**src/rtl/uart_pkg.sv**
```systemverilog
`default_nettype none
// ============================================================================
// Module      : uart_pkg
// Description : Shared types, constants and helpers for the UART blocks.
// Revision    : 1.0 - initial release
// ============================================================================

package uart_pkg;

  // Number of data bits per 8N1 frame.
  localparam int UART_DATA_BITS = 8;

  // Receiver state encoding.
  typedef enum logic [1:0] {
    IDLE  = 2'd0,
    START = 2'd1,
    DATA  = 2'd2,
    STOP  = 2'd3
  } rx_state_e;

  // Whole clocks per bit period; the remainder is dropped on purpose, so
  // the sampling point drifts by at most one clock per bit.
  function automatic int clks_per_bit(input int freq, input int baud);
    return freq / baud;
  endfunction

endpackage : uart_pkg

`default_nettype wire

```
**src/rtl/uart_sync_fifo.sv**
```systemverilog
`default_nettype none
// ============================================================================
// Module      : uart_sync_fifo
// Description : Single-clock FIFO with a push/full write side and a
//               valid/ready read side. No same-cycle bypass: a push into an
//               empty FIFO becomes visible on the following cycle.
// Revision    : 1.0 - initial release
// ============================================================================

module uart_sync_fifo #(
  parameter int Width = 8,
  parameter int Depth = 8
) (
  input  logic                     clk,
  input  logic                     rst,
  input  logic                     push,
  input  logic [Width-1:0]         push_data,
  output logic                     full,
  output logic                     pop_valid,
  input  logic                     pop_ready,
  output logic [Width-1:0]         pop_data,
  output logic [$clog2(Depth):0]   level
);

  localparam int                  c_addr_w = $clog2(Depth);
  localparam logic [c_addr_w:0]   c_depth  = (c_addr_w + 1)'(Depth);
  localparam logic [c_addr_w:0]   c_one    = (c_addr_w + 1)'(1);
  localparam logic [c_addr_w-1:0] c_step   = c_addr_w'(1);

  logic [Width-1:0]    r_mem [Depth];
  logic [c_addr_w-1:0] r_wr_ptr;
  logic [c_addr_w-1:0] r_rd_ptr;
  logic [c_addr_w:0]   r_level;

  logic w_empty;
  logic w_do_pop;
  logic w_do_push;

  assign w_empty   = (r_level == '0);
  assign full      = (r_level == c_depth);
  assign w_do_pop  = pop_ready & ~w_empty;
  // A full FIFO still accepts a push when the head leaves in the same cycle.
  assign w_do_push = push & (~full | w_do_pop);

  assign pop_valid = ~w_empty;
  // Head byte is forced to zero while empty so the output is clean after reset.
  assign pop_data  = w_empty ? '0 : r_mem[r_rd_ptr];
  assign level     = r_level;

  // Storage array: written only on an accepted push, never reset.
  always_ff @(posedge clk) begin
    if (w_do_push) begin
      r_mem[r_wr_ptr] <= push_data;
    end
  end

  // Pointers wrap naturally because Depth is a power of two.
  always_ff @(posedge clk) begin
    if (rst) begin
      r_wr_ptr <= '0;
      r_rd_ptr <= '0;
      r_level  <= '0;
    end else begin
      if (w_do_push) begin
        r_wr_ptr <= r_wr_ptr + c_step;
      end
      if (w_do_pop) begin
        r_rd_ptr <= r_rd_ptr + c_step;
      end
      case ({w_do_push, w_do_pop})
        2'b10:   r_level <= r_level + c_one;
        2'b01:   r_level <= r_level - c_one;
        default: r_level <= r_level;
      endcase
    end
  end

endmodule : uart_sync_fifo

`default_nettype wire

```
**src/rtl/uart_rx_sink.sv**
```systemverilog
`default_nettype none
// ============================================================================
// Module      : uart_rx_sink
// Description : 8N1 UART receiver feeding a small byte FIFO. Holds the input
//               synchronizer, the frame FSM with its counters, and the sticky
//               overflow flag; storage lives in uart_sync_fifo.
// Revision    : 1.0 - initial release
// ============================================================================

module uart_rx_sink
  import uart_pkg::*;
#(
  parameter int ClockFrequency = 50_000_000,
  parameter int BaudRate       = 115_200,
  parameter int FifoDepth      = 8
) (
  input  logic                         clk_sys_i,
  input  logic                         rst_sys_i,
  input  logic                         uart_rx_i,
  output logic [UART_DATA_BITS-1:0]    rx_data_o,
  output logic                         rx_valid_o,
  input  logic                         rx_ready_i,
  output logic                         frame_err_o,
  output logic                         overflow_o,
  output logic                         rx_busy_o,
  output logic [$clog2(FifoDepth):0]   fifo_level_o
);

  localparam int c_clks_per_bit = clks_per_bit(ClockFrequency, BaudRate);
  localparam int c_cnt_w        = (c_clks_per_bit > 2) ? $clog2(c_clks_per_bit) : 1;

  localparam logic [c_cnt_w-1:0] c_bit_last  = c_cnt_w'(c_clks_per_bit - 1);
  localparam logic [c_cnt_w-1:0] c_half_last = c_cnt_w'(c_clks_per_bit / 2 - 1);
  localparam logic [c_cnt_w-1:0] c_cnt_one   = c_cnt_w'(1);
  localparam logic [2:0]         c_last_bit  = 3'(UART_DATA_BITS - 1);

  // Synchronizer and edge history
  logic r_sync1;
  logic r_sync2;
  logic r_prev;
  logic w_start_edge;

  // Frame FSM state and counters
  rx_state_e                 r_state;
  logic [c_cnt_w-1:0]        r_clk_cnt;
  logic [2:0]                r_bit_cnt;
  logic [UART_DATA_BITS-1:0] r_shift;
  logic                      r_push;
  logic                      r_frame_err;
  logic                      r_overflow;

  logic w_fifo_full;
  logic w_pop;

  // A start edge is a falling transition seen after synchronization; a line
  // that stays low after a bad stop bit therefore cannot restart the FSM.
  assign w_start_edge = ~r_sync2 & r_prev;
  assign w_pop        = rx_valid_o & rx_ready_i;

  assign frame_err_o  = r_frame_err;
  assign overflow_o   = r_overflow;
  assign rx_busy_o    = (r_state != IDLE);

  // Two-flop synchronizer plus one history flop, all idling at line-high.
  always_ff @(posedge clk_sys_i) begin
    if (rst_sys_i) begin
      r_sync1 <= 1'b1;
      r_sync2 <= 1'b1;
      r_prev  <= 1'b1;
    end else begin
      r_sync1 <= uart_rx_i;
      r_sync2 <= r_sync1;
      r_prev  <= r_sync2;
    end
  end

  // Frame FSM: half-bit start qualification, then mid-bit sampling of data
  // and stop; push and error are single-cycle registered pulses.
  always_ff @(posedge clk_sys_i) begin
    if (rst_sys_i) begin
      r_state     <= IDLE;
      r_clk_cnt   <= '0;
      r_bit_cnt   <= '0;
      r_shift     <= '0;
      r_push      <= 1'b0;
      r_frame_err <= 1'b0;
    end else begin
      r_push      <= 1'b0;
      r_frame_err <= 1'b0;
      case (r_state)
        IDLE: begin
          if (w_start_edge) begin
            r_state   <= START;
            r_clk_cnt <= '0;
          end
        end
        START: begin
          if (r_clk_cnt == c_half_last) begin
            r_clk_cnt <= '0;
            r_bit_cnt <= '0;
            // A line back high at mid-start was a glitch, not a frame.
            r_state   <= r_sync2 ? IDLE : DATA;
          end else begin
            r_clk_cnt <= r_clk_cnt + c_cnt_one;
          end
        end
        DATA: begin
          if (r_clk_cnt == c_bit_last) begin
            r_clk_cnt <= '0;
            r_shift   <= {r_sync2, r_shift[UART_DATA_BITS-1:1]};
            r_bit_cnt <= r_bit_cnt + 3'd1;
            if (r_bit_cnt == c_last_bit) begin
              r_state <= STOP;
            end
          end else begin
            r_clk_cnt <= r_clk_cnt + c_cnt_one;
          end
        end
        STOP: begin
          if (r_clk_cnt == c_bit_last) begin
            r_clk_cnt   <= '0;
            r_push      <= r_sync2;
            r_frame_err <= ~r_sync2;
            r_state     <= IDLE;
          end else begin
            r_clk_cnt <= r_clk_cnt + c_cnt_one;
          end
        end
        default: begin
          r_state   <= IDLE;
          r_clk_cnt <= '0;
        end
      endcase
    end
  end

  // Sticky overflow: a push that the full FIFO had to refuse.
  always_ff @(posedge clk_sys_i) begin
    if (rst_sys_i) begin
      r_overflow <= 1'b0;
    end else if (r_push && w_fifo_full && !w_pop) begin
      r_overflow <= 1'b1;
    end
  end

  uart_sync_fifo #(
    .Width (UART_DATA_BITS),
    .Depth (FifoDepth)
  ) u_fifo (
    .clk       (clk_sys_i),
    .rst       (rst_sys_i),
    .push      (r_push),
    .push_data (r_shift),
    .full      (w_fifo_full),
    .pop_valid (rx_valid_o),
    .pop_ready (rx_ready_i),
    .pop_data  (rx_data_o),
    .level     (fifo_level_o)
  );

endmodule : uart_rx_sink

`default_nettype wire
```
**config.mk**
```make
export PLATFORM = sky130hd
export DESIGN_NAME = uart_rx_sink
export DESIGN_NICKNAME = d
export VERILOG_FILES = /design/src/rtl/uart_pkg.sv /design/src/rtl/uart_sync_fifo.sv /design/src/rtl/uart_rx_sink.sv
export SDC_FILE = /design/constraint.sdc
export NUM_CORES = 1
export LEC_CHECK = 0
export CORE_MARGIN = 1.5
export CORE_UTILIZATION = 60
export CTS_CLUSTER_SIZE = 40
export DETAILED_ROUTE_END_ITERATION = 6
export PLACE_DENSITY = 0.76
export SLEW_MARGIN = 5
export SYNTH_ARGS = -nofsm -noshare
export SYNTH_HDL_FRONTEND = slang
export SYNTH_HIERARCHICAL = 1
export SYNTH_SLANG_ARGS = --single-unit
```
**constraint.sdc**
```tcl
create_clock -name clk_sys_i -period 2.79 [get_ports clk_sys_i]
set_clock_uncertainty 0.15 [all_clocks]
set_input_delay 0.558 -clock clk_sys_i [delete_from_list [all_inputs] [get_ports clk_sys_i]]
set_output_delay 0.558 -clock clk_sys_i [all_outputs]
set_load 0.01 [all_outputs]
```
Word-level counts from Yosys, hierarchy flattened
Memories as Yosys holds them, arrays and structs flattened. A register that Yosys moved wholly into a read port is not among the register bits.
Cells that the tools add are included.
{ "classes": {"n_addsub": 6, "n_eq_ne": 14, "muxes": 20, "bitwise_logic": 9, "n_reduce_logical": 13} }
{ "ops": {"columns": ["op", "n"], "rows": [
  ["$mux 9", 3],
  ["$pmux 9 s3", 1],
  ["$mux 2", 6],
  ["$mux 3", 4],
  ["$ne 2x2->1 const B", 5],
  ["$add 3x1->3 const B", 3],
  ["$add 9x1->9 const B", 1],
  ["$eq 9x8->1 const B", 1],
  ["$eq 9x9->1 const B", 1],
  ["$mux 8", 1],
  ["$pmux 2 s4", 1],
  ["$pmux 4 s2", 1],
  ["$eq 2x2->1 const B", 3],
  ["$pmux 3 s2", 1],
  ["$reduce_bool 2->1", 3],
  ["$not 1->1", 5],
  ["$reduce_and 5->1", 1],
  ["$add 4x1->4 const B", 1],
  ["$eq 2x1->1 const B", 2],
  ["$eq 4x4->1 const B", 1],
  ["$logic_not 4->1", 1],
  ["$sub 4x1->4 const B", 1],
  ["$and 1x1->1", 3],
  ["$eq 3x3->1 const B", 1],
  ["other kinds (9)", 11]
]} }
{ "totals": {"regBits": 38, "mem_bits_rw": 64, "inputBits": 4, "output_inout_bits": 16, "mem_count": 1} }
{ "memory_table": {"columns": ["memory", "depth", "width", "rd", "rd_clocked_by_memory_dff", "write_ports", "line", "rtl"], "rows": [
  ["u_fifo.r_mem", 8, 8, 1, 1, 1, "uart_sync_fifo.sv:30", "logic [Width-1:0] r_mem [Depth];"]
]} }

Longest topological paths before layout
Gate-level depths: netlist (run 1).
{ "logic_depth": {"word_depth": 7, "mapped_depth": 12} }

Modules after synthesis
The synthesis (run 1) kept the hierarchy.
{ "modules_own_cells": {"columns": ["mod", "instances", "cells_each", "area_each_um2", "seq_area_each_um2"], "rows": [
  ["uart_sync_fifo", 1, 186, 3198.1, 2182.1],
  ["uart_rx_sink", 1, 138, 1286.2, 560.5]
]} }

Worst setup path before layout (run 1)
No wires, ideal clock.
{ "synth_path": {"path_type": "reg2reg", "from": "register u_fifo.r_level[0], in the netlist u_fifo/level[0]", "to": "register u_fifo.r_level[3], in the netlist u_fifo/level[3]", "setup_time_ps": 75, "arrival_time_ps": 2320, "setup_slack_ps": 245, "path_stages_with_launch": 13, "n_path_buf": 1, "period_less_slack_ps": 2545, "path_cell_list": "dfxtp_1 > buf_6 > or3_4 > nor2_4 > inv_4 > nand2_4 > or2_1 > inv_1 > ha_1 > a21oi_1 > nor4bb_1 > o21bai_1 > a31oi_1"} }
{ "synth_via": {"elab_chain_cells": 7, "word_cells_on_any_way": 13, "classes_between": "add/sub: 2; eq/ne: 3; mux: 1; bitwise: 5; reduce/logical: 2"} }
{ "synth_lines": {"columns": ["item", "line", "rtl"], "rows": [
  ["start: declaration", "uart_sync_fifo.sv:33", "logic [c_addr_w:0] r_level;"],
  ["start signal: assignment", "uart_sync_fifo.sv:71", "2'b10: r_level <= r_level + c_one;"],
  ["start signal: assignment", "uart_sync_fifo.sv:72", "2'b01: r_level <= r_level - c_one;"],
  ["start signal: assignment", "uart_sync_fifo.sv:73", "default: r_level <= r_level;"],
  ["$logic_not 4->1 (*)", "uart_sync_fifo.sv:39", "assign w_empty = (r_level == '0);"],
  ["$not 1->1 (*)", null, null],
  ["via rx_valid_o", "uart_rx_sink.sv:21", "output logic rx_valid_o,"],
  ["$and 1x1->1 (*)", "uart_sync_fifo.sv:41", "assign w_do_pop = pop_ready & ~w_empty;"],
  ["$or 1x1->1", "uart_sync_fifo.sv:43", "assign w_do_push = push & (~full | w_do_pop);"],
  ["$and 1x1->1", "uart_sync_fifo.sv:43", null],
  ["$eq 2x1->1 / $eq 2x2->1 (equally long branches)", "uart_sync_fifo.sv:70", "case ({w_do_push, w_do_pop})"],
  ["$pmux 4 s2 / $reduce_bool 2->1 (equally long branches)", null, null]
]} }
The timed path passes the listed nets; every way through them passes the cells marked *.
A chain may end at the register's enable or synchronous reset.

Worst setup path after layout (run 1)
{ "layout_path": {"from": "register u_fifo.r_level[2], in the netlist u_fifo/level[2]", "to": "register u_fifo.r_level[3], in the netlist u_fifo/level[3]"} }
{ "layout_via": {"elab_chain_cells": 7, "word_cells_on_any_way": 13, "classes_between": "add/sub: 2; eq/ne: 3; mux: 1; bitwise: 5; reduce/logical: 2"} }
{ "layout_lines": {"columns": ["item", "line"], "rows": [
  ["$logic_not 4->1", "uart_sync_fifo.sv:39"],
  ["$not 1->1", "uart_sync_fifo.sv:41"],
  ["$and 1x1->1", "uart_sync_fifo.sv:41"],
  ["$or 1x1->1", "uart_sync_fifo.sv:43"],
  ["$and 1x1->1", "uart_sync_fifo.sv:43"],
  ["$eq 2x1->1 / $eq 2x2->1 (equally long branches)", "uart_sync_fifo.sv:70"],
  ["$pmux 4 s2 / $reduce_bool 2->1 (equally long branches)", null]
]} }
Several ways; a longest one is shown, not always the timed one.

==> metrics.md, run 1 <==
| Metric | Value |
|---|---|
| CTS Buf Count | 9 |
| Proportion of register bits with asynchronous set or reset after synthesis | 0% |
| Total number of vias | 2599 |
| Overall Global Routing Usage | 20.93% |
| Type of element capturing the critical path | flip-flop |
| Total power per unit cell area | 694.0 mW/mm^2 |
| Remaining number of nets flagged by the antenna check after routing | 0 |
| Maximum ir drop on the vdd rail | 0.0005123 V |
| Number of DRC violations after detailed routing | 0 |
| Net Switching | 0.9478 mW |
| Critical path data arrival time | 2.76 ns |
| Fraction of power spent switching nets | a little over a quarter |
| Total of buffers placed on input and output ports | 19 |
| Internal | about 2.6 mW |
| Clock latency at the later pin of the worst-skew pair | 0.35 ns |
| Hold Violations, Final | 0 |
| Total Die Area | between 0.008 and 0.009 sq mm |
| Synth Warn # | 6 |
| Most frequently used flop master after synthesis | edfxtp_1 |
| Syn_area_per_cell | 13.84 sq um |
| Critical Path, Cell by Cell | or3_4 -> nor2_4 -> inv_4 -> nand2_4 -> or2_1 -> inv_1 -> ha_1 -> a21oi_1 -> nor4bb_1 -> o21bai_1 -> a31oi_1 |
| Number of buffers between clock root and the deepest sink | 2 |
| Total standard cell area after synthesis | 0.004484 sq mm |
| Final period demand of the worst path | 2.631 ns |
| Crit-path leading delay family | simple AND/OR/NAND/NOR gates |
| Buffers and inverters on the worst path | 2 |
| Outcome | finished clean |
| Core box area | 0.007253 sq mm |
| Cell with the largest stage delay on the worst path | or3_4 |
| Clock transition time at the flip-flop clock pins of the worst setup and hold paths | 0.09 ns |
| Layout fillers | 503 |
| Number of buffers inserted for hold repair after clock tree synthesis | 0 |
| Worst hold-check path type | flip-flop to flip-flop |
| Max Fclk | 380.1 MHz |
| Flip-flop and latch area | 0.002744 sq mm |
| Layout area overhead | 12.67% |
| First-pass iteration count of the detailed router | 4 |
| Layout cells sized above 1 | 19.06% |
| Area of the multi-input gates | between 0.0015 and 0.002 sq mm |
| Most common library cell in the layout ignoring fill and taps | edfxtp_1 |
| Starting DRC count in detailed routing | between 100 and 150 |
| Die height | 89.45 microns |
| Average vias per placed instance | 5.638 |
| Final critical-path share of the clock period | 94.29% |
| Initial core utilization | 61.83% |
| Tightest slew margin relative to the limit | 53.65% |
| Total inserted antenna cells | 0 |
| Non-Filler Instances | 461 |
| Req. time, crit path | 2.92 ns |
| Vias in the first global route | between 2000 and 2500 |
| Logic pwr share | 23.2% |
| Proportion of synthesized chip area in sequential cells | 61.16% |
| Detailed-placement wirelength estimate | slightly below 5 mm |
| Total number of H-tree levels | 3 |
| Placer congestion estimate | 0.8513 |
| Setup fix buffers added after clock tree synthesis | 0 |
| Num rows | 31 |
| Chip width | 89.45 microns |
| Maximum number of pins on one net before global-route repair | 19 |
| Transition at the pin with the smallest max-transition slack | 0.6952 ns |
| First-pass GRT wire length | 12.18 mm |
| Critical path type | flip-flop to flip-flop |
| Drt wl/cell | 16.36 microns |
| CP startpoint kind | flip-flop |
| Number of register bits inferred by synthesis | 105 |
| Leakage power | 1.717 nW |
| Largest stage delay on the critical path | 0.44 ns |
| Cell total after placement | 445 |
| Total Nets Final | ~370 |
| Gate count after technology mapping | between 300 and 400 |
| IO Count | 20 |
| Setup violation total in the final timing report | 0 |
| Final-report max-slew violation count | 0 |
| Count of flip-flops with a built-in enable after synthesis | 64 |
| Max Fanout on Critical Path | 7 |
| Syn_nets | about 340 |
| Post-route setup TNS | 0 ns |
| DRT Wirelength | 7.543 mm |
| RSZ-0062 raised after global routing | no |
| Clock Tree Root | clkbuf_8 |
| CTS tree | yes |
| Gr ovfl total | 0 |
| Clk pwr share | 28.6% |
| Distinct cell type count after synthesis | 57 |
| Clock net sink count | 105 |
| Total of max-cap violations | 0 |
| Most frequent cells in the layout | edfxtp_1 (64), dfxtp_1 (40), nor2_1 (31), mux2i_1 (18) |
| Initial antenna violation count | 0 |
| Power share of the sequential group | 48.2% |
==> power groups by stage <==
stage	Combinational [mW]	Sequential, mW	Clock, mW
floorplan	0.515	1.74	0
global placement	0.845	1.73	0
detailed placement	0.868	1.72	0
CTS	0.825	1.69	1.03
global route	0.899	1.70	1.09
finish	0.815	1.69	1.00
==> sequential cells by signal, summed over array words and instances (netlist names), 3 cells and up, named ones only <==
register,cells
u_fifo/r_mem,64
r_clk_cnt,9
r_shift,8
u_fifo/level,4
r_bit_cnt,3
u_fifo/r_rd_ptr,3
u_fifo/r_wr_ptr,3
==> final timing paths <==
kind	from	end	slack (ns)	depth (start not counted)
worst min-delay path	r_sync1	r_sync2	0.27	1
worst max register to register	u_fifo/level[2]	u_fifo/level[3]	0.16	11
worst min register to register	r_sync1	r_sync2	0.27	1
worst max-delay path	u_fifo/level[2]	u_fifo/level[3]	0.16	11
==> routing by layer <==
| metal | up-vias | share of wire, % | global-route usage [%] |
|---|---|---|---|
| li1 | 1283 | - | - |
| met1 | 1275 | 47 | 28.52 |
| met2 | 39 | 50 | 34.31 |
| met3 | 2 | 3.0 | 3.693 |
| met4 | 0 | 0.46 | 7.133 |
| met5 | - | 0 | 0 |
==> per-stage QoR <==
stage	worst slack [ns]	instance area, sq um	util (%)	hold WS [ns]	total power, mW
finish	0.1592	5052	69.66	0.2723	3.506
global route	0.01282	5052	69.66	0.2958	3.686
CTS	0.1360	5052	69.66	0.2720	3.548
detailed placement	0.03943	4843	66.78	0.2504	2.592
global placement	0.1491	4843	66.78	0.2444	2.570
floorplan	0.2455	4484	-	0.2395	2.251
==> kinds of logic (layout without fill, tap and decap cells) <==
logic type                 after synthesis  after routing  synth area share (%)
DFF                                    105            105                 61.16
buffers and inverters                   23             61                 2.930
AOI/OAI and AO/OA                       47             47                 7.255
adders and majority gates               10             10                 2.958
muxes                                   34             34                 12.05
xor gates and xnor gates                 8              8                 1.730
and+or+nand+nor                         97             97                 11.91
==> timing repair <==
item	in CTS	in global routing
gates resized for setup	9	0
endpoints found under the hold margin	0	0
setup endpoints to repair	8	0
==> cell usage after synthesis (4+ instances only) <==
| cell type | number | share of area [%] |
|---|---|---|
| nor3_1 | 10 | 1.1 |
| buf_2 | 5 | 0.56 |
| nand2_1 | 13 | 1.1 |
| mux2i_1 | 18 | 4.0 |
| inv_1 | 8 | 0.67 |
| edfxtp_1 | 64 | 43 |
| or2_2 | 4 | 0.56 |
| nand3_1 | 8 | 0.89 |
| dfxtp_1 | 41 | 18 |
| o21ai_0 | 6 | 0.67 |
| o22ai_1 | 6 | 0.84 |
| nor2_1 | 31 | 2.6 |
| a21oi_1 | 15 | 1.7 |
| nand3b_1 | 4 | 0.67 |
| nand2b_1 | 5 | 0.70 |
| ha_1 | 9 | 2.5 |
| mux4_2 | 16 | 8.0 |
| xnor2_1 | 4 | 0.78 |
==> final cells by class <==
class | count | area share (%)
flip-flops and latches | 105 | 54.31
multi-input cells | 196 | 31.87
repair buffers | 36 | 6.340
clock buffers | 10 | 2.526
well taps | 99 | 2.452
clock inverters | 6 | 1.783
inverters | 9 | 0.7182
Note: power is estimated with default switching activity, not from simulation.
==> run 2: changes to the inputs <==
--- a/config.mk
+++ b/config.mk
@@ -5,12 +5,12 @@
 export SDC_FILE = /design/constraint.sdc
 export NUM_CORES = 1
 export LEC_CHECK = 0
+export ABC_AREA = 1
 export CORE_MARGIN = 1.5
 export CORE_UTILIZATION = 60
 export CTS_CLUSTER_SIZE = 40
 export DETAILED_ROUTE_END_ITERATION = 6
 export PLACE_DENSITY = 0.76
-export SLEW_MARGIN = 5
 export SYNTH_ARGS = -nofsm -noshare
 export SYNTH_HDL_FRONTEND = slang
 export SYNTH_HIERARCHICAL = 1
==> metrics.md, run 2 <==
| Metric | Value |
|---|---|
| Req. time, crit path | 2.08 ns |
| Total number of vias | between 3000 and 4000 |
| Clock Tree Root | clkbuf_8 |
| Vias in the first global route | a little over 3000 |
| Most frequently used cell type in the post-synthesis netlist | nor2_1 |
| Layout area overhead | 12.58% |
| Distinct cell type count after synthesis | 37 |
| Gr ovfl total | 0 |
| Core occupancy in the finished layout | between 70% and 80% |
| Critical path type | flip-flop to output port |
| CTS Buf Count | 9 |
| Clock latency at the later pin of the worst-skew pair | 0.35 ns |
| CP startpoint kind | flip-flop |
| Transition at the pin with the smallest max-transition slack | 0.4334 ns |
| RSZ-0062 raised after global routing | no |
| Final-report max-slew violation count | 0 |
| Clock net sink count | about 110 |
| First-pass GRT wire length | 14.31 mm |
| IO Count | 20 |
| Drt wl/cell | 14.40 microns |
| First-pass iteration count of the detailed router | 4 |
| Die height | 90.52 microns |
| Max Fanout on Critical Path | 20 |
| Total of buffers placed on input and output ports | 19 |
| Maximum number of pins on one net before global-route repair | 25 |
| Most frequently used flop master after synthesis | edfxtp_1 |
| Outcome | finished clean |
| Fraction of post-synthesis cell area in the top cell type by area | between 40% and 50% |
| Final critical-path share of the clock period | 95.73% |
| Synth Warn # | 6 |
| CTS tree | yes |
| Tightest slew margin relative to the limit | slightly above 70% |
| Initial core utilization | 62.69% |
| Total number of H-tree levels | 3 |
| Proportion of synthesized chip area in sequential cells | ~60% |
| Total inserted antenna cells | 0 |
| Number of DRC violations after detailed routing | 0 |
| Max Fclk | 374.4 MHz |
| Largest cells by area after synthesis | edfxtp_1 (42%), dfxtp_1 (18%), nor2_1 (8.2%) |
| Overall Global Routing Usage | between 20% and 30% |
| Most common library cells after synthesis | nor2_1 (101), edfxtp_1 (64), nand2_1 (51) |
| Setup violation total in the final timing report | 0 |
| Most frequent cells in the layout | nor2_1 (101), edfxtp_1 (64), nand2_1 (51), o21ai_1 (42), dfxtp_1 (39) |
| DRT Wirelength | 8.682 mm |
| Gate count after technology mapping | 465 |
| Total of max-cap violations | 0 |
| Top cell type by total area after synthesis | edfxtp_1 |
| Number of buffers between clock root and the deepest sink | 2 |
| Count of flip-flops with a built-in enable after synthesis | between 60 and 70 |
| Worst hold-check path type | flip-flop to flip-flop |
| Core box area | 0.007331 sq mm |
| Largest register FFs | 64 |
| Clock transition time at the flip-flop clock pins of the worst setup and hold paths | 0.09 ns |
| Maximum ir drop on the vdd rail | 0.0003484 V |
| Average vias per placed instance | 5.340 |
| Number of register bits inferred by synthesis | 105 |
| Most common library cell in the layout ignoring fill and taps | nor2_1 |
| Starting DRC count in detailed routing | around 160 |
| Post-route setup TNS | 0 ns |
| Critical path data arrival time | ~2 ns |
| Proportion of register bits with asynchronous set or reset after synthesis | 0% |
| Syn_area_per_cell | 9.883 sq um |
| Largest registers in the final layout | u_fifo/r_mem x64, r_clk_cnt x9, r_shift x8 |
| Total Die Area | 0.008194 sq mm |
| Total standard cell area after synthesis | roughly 0.0046 sq mm |
| Num rows | 31 |
| Detailed-placement wirelength estimate | 6.028 mm |
| Final period demand of the worst path | 2.671 ns |
| Remaining number of nets flagged by the antenna check after routing | 0 |
| Layout cells sized above 1 | 15.08% |
| Type of element capturing the critical path | output port |
| Chip width | 90.52 microns |
| Placer congestion estimate | around 0.84 |
| Leakage power | 2.159 nW |
| Total power per unit cell area | 514.8 mW/mm^2 |
| Initial antenna violation count | 0 |
| Hold Violations, Final | 0 |
| Total Nets Final | 513 |
| Register with the highest flop count | u_fifo/r_mem |
| Syn_nets | roughly 480 |
| Reg-to-reg setup timing slack | 0.73 ns |
[run 2: cell count changes after synthesis, moves of 5 or more]
| cell | previous run | this run |
|---|---|---|
| mux2i_1 | 18 | 0 |
| nand2_2 | 0 | 8 |
| inv_1 | 8 | 30 |
| nand3_1 | 8 | 21 |
| o21ai_1 | 0 | 42 |
| nor2_1 | 31 | 101 |
| nand2b_1 | 5 | 0 |
| nor3_1 | 10 | 1 |
| nand2_1 | 13 | 51 |
| inv_2 | 0 | 9 |
| mux4_2 | 16 | 0 |
| a21oi_1 | 15 | 20 |
[run 2: metrics by stage]
stage          hold slack [ns]  total power, mW  setup slack, ns  instances  area [sq um]
2_1_floorplan           0.2395            1.735           0.9770        465          4596
3_3_place_gp            0.2468            1.766           0.3648        585          4941
3_5_place_dp            0.2491            1.767           0.2987        585          4941
4_1_cts                 0.2735            2.684          0.01537        601          5145
5_1_grt                 0.2944            2.749         0.001165        603          5174
6_report                0.2693            2.664           0.1191        603          5174
[run 2: cells by family (layout without fill, tap and decap cells)]
kind of cell	count (synthesis)	after routing	synth area share [%]
buffers and inverters	54	93	5.799
AO/OA/AOI/OAI	94	94	11.82
XOR/XNOR	3	3	0.5718
flip-flops	105	105	59.68
AND/OR/NAND/NOR	199	199	19.25
adder cells (fa/ha/maj)	10	10	2.886
[run 2: layer usage]
layer / share of wire [%] / GRT usage [%] / vias to the layer above
met2: 49 / 37.41 / 50
met4: 2.5 / 10.45 / 0
met1: 46 / 27.85 / 1508
met3: 3.0 / 3.535 / 21
met5: 0 / 0 / -
li1: - / - / 1641
[run 2: path summary, 6_finish.rpt]
kind,from,end,cells after the start
min,r_sync1,r_sync2,1
max,flip-flop,rx_data_o[6],7
min reg2reg,r_sync1,r_sync2,1
max reg2reg,u_fifo/level[2],u_fifo/level[3],11
[run 2: worst max-delay path, cell delays in order, from the launching register on]
cell	delay, ns
dfxtp_4	0.39
inv_4	0.10
buf_12	0.16
nor2_1	0.05
o22ai_1	0.16
nor2_1	0.06
nor2_1	0.14
clkdlybuf4s50_1	0.55
[run 2: cell type report]
type,instances,area [sq um]
Sequential cell,105,2750
Multi-Input combinational cell,306,1592
Clock buffer,9,123.9
Fill cell,560,2157
Inverter,40,155.1
Clock inverter,7,78.83
Tap cell,99,123.9
Timing Repair Buffer,37,350.3
[run 2: power by group]
part / leakage (nW) / internal [mW] / switching [mW]
Combinational: 0.979 / 0.0317 / 0.0607
Clock: 0.103 / 0.426 / 0.508
Sequential: 1.08 / 1.63 / 0.00685
Total: 2.16 / 2.09 / 0.575
[run 2: what timing repair did]
item | in CTS | in global routing
buffers inserted | 0 | 2
hold buffers | 0 | 0
resized for setup | 1 | 6
pin swaps | 0 | 0
setup endpoints to repair | 8 | 8
==> variant, RTL diff (flow settings as in run 2) <==
Re-encode `rx_state_e` (4 states) as one-hot, 4 bits wide.
--- a/src/rtl/uart_pkg.sv
+++ b/src/rtl/uart_pkg.sv
@@ -11,11 +11,11 @@
   localparam int UART_DATA_BITS = 8;
 
   // Receiver state encoding.
-  typedef enum logic [1:0] {
-    IDLE  = 2'd0,
-    START = 2'd1,
-    DATA  = 2'd2,
-    STOP  = 2'd3
+  typedef enum logic [3:0] {
+    IDLE  = 4'b0001,
+    START = 4'b0010,
+    DATA  = 4'b0100,
+    STOP  = 4'b1000
   } rx_state_e;
 
   // Whole clocks per bit period; the remainder is dropped on purpose, so
Behaviour: same outputs for any inputs over 10 cycles, from zero or initial values and one cycle with rst_sys_i high; not proved beyond that.
==> variant against run 2 <==
- non-clock buffer count is 6 lower
- sequential cell count up 2
- routed wire length up 6.8%
- setup slack worse by 0.039 ns
- cell area up 1.5%
- synthesized area is 2.6% higher
- critical path type unchanged
Power is not compared: it rests on default switching activity, and its combinational part moved more than twofold at a synthesized area within 25%.
==> variant: results <==
group,metric,value,unit
cells_and_area,fillerInstances,578,
detailed_routing,dr_total_vias,3394,
cells_and_area,design.final.nets,530,
clock_tree,post_cts_resized,6,
global_routing,gr-total-overflow,0,
detailed_routing,drt_first_iter_violations,202,
global_routing,grt_start_max_net_pins,33,
global_routing,track_usage,0.241,
detailed_routing,wl_met1,4030,µm
placed_design,place.detailed.hpwl,6320,µm
global_routing,grt_pass1_wl,15400,µm
detailed_routing,met2_wirelength,4660,µm
clock_tree,insertion_delay,0.38,ns
detailed_routing,totalWireLength,9270,µm
critical_path,arrival,2.00,ns
placed_design,dpl_cell_area,0.00501,mm²
logic_synthesis,top_flip_flop_cell_by_instance_count_after_synthesis,"sky130_fd_sc_hd__edfxtp_1",
detailed_routing,route.met3.wl,318,µm
logic_synthesis,synth_top_cells_by_area,"sky130_fd_sc_hd__edfxtp_1, sky130_fd_sc_hd__dfxtp_1, sky130_fd_sc_hd__nor2_1, sky130_fd_sc_hd__nand2_1, sky130_fd_sc_hd__o21ai_1",
cells_and_area,drive_gt1_frac,0.129,
logic_synthesis,ys_seq_area_frac,0.590,
clock_tree,clk_root_buffer_cell,"sky130_fd_sc_hd__clkbuf_8",
logic_synthesis,synth.lib_cells_used.distinct,36,
clock_tree,path_clk_slew,0.11,ns
logic_synthesis,synthesized_net_count,502,
cells_and_area,area.sequential,0.00279,mm²
placed_design,last_weighted_congestion_value_of_the_routability_driven_placer,0.902,
outcome,outcome,"complete, no violations",
logic_synthesis,netlist_top_cells_count,"sky130_fd_sc_hd__nor2_1, sky130_fd_sc_hd__edfxtp_1, sky130_fd_sc_hd__nand2_1",
placed_design,post-place-ws,0.204,ns
global_routing,grt_antenna_before_repair,0,
critical_path,worstPathMaxFanout,22,
clock_tree,cts-buffers-inserted,9,
timing,worst_pin_slew,0.642,ns
-- variant: per-stage QoR --
step / cells / hold slack, ns / power, µW
floorplan: 488 / 0.239 / 3050
global placement: 607 / 0.242 / 3540
detailed placement: 607 / 0.257 / 3590
CTS: 623 / 0.280 / 4570
global route: 623 / 0.300 / 4830
finish: 623 / 0.280 / 4540
-- variant: cell type report --
class,instances,area share
clock buffer,10,0.0243
clock inverter,6,0.0141
inverter,52,0.0386
multi-input combinational,315,0.310
sequential,107,0.531
tap,102,0.0243
timing repair buffer,31,0.0581
-- variant: worst paths after layout --
check | cells past startpoint | slack, ns | to | from
setup / recovery | 8 | 0.08 | rx_data_o[6] | flip-flop
hold / removal | 1 | 0.28 | r_sync2$_SDFF_PP1_ | r_sync1$_SDFF_PP1_
setup reg to reg | 11 | 0.57 | u_fifo/level[3]$_SDFFE_PP0P_ | u_fifo/level[1]$_SDFFE_PP0P_
hold reg to reg | 1 | 0.28 | r_sync2$_SDFF_PP1_ | r_sync1$_SDFF_PP1_
-- variant: metal layers --
| metal | vias to the layer above | GRT usage |
|---|---|---|
| li1 | 1679 | - |
| met1 | 1621 | 0.286 |
| met2 | 73 | 0.411 |
| met3 | 21 | 0.0531 |
| met4 | 0 | 0.124 |
| met5 | - | 0 |
-- variant: kinds of logic (layout without fill, tap and decap cells) --
logic type,after synthesis,in the layout,share of synthesized area
compound gates,88,88,0.105
buf+inv,66,99,0.0656
xor+xnor,6,6,0.0111
simple gates,211,211,0.200
fa+ha+maj,10,10,0.0281
flops,107,107,0.590
-- variant: power by group through the flow --
stage                     sequential, µW  clock [µW]  combinational (µW)
final                               1840         968                1730
after global routing                1850        1050                1930
after CTS                           1840         987                1740
after detailed placement            1870           0                1730
after global placement              1860           0                1680
after floorplan                     1870           0                1180
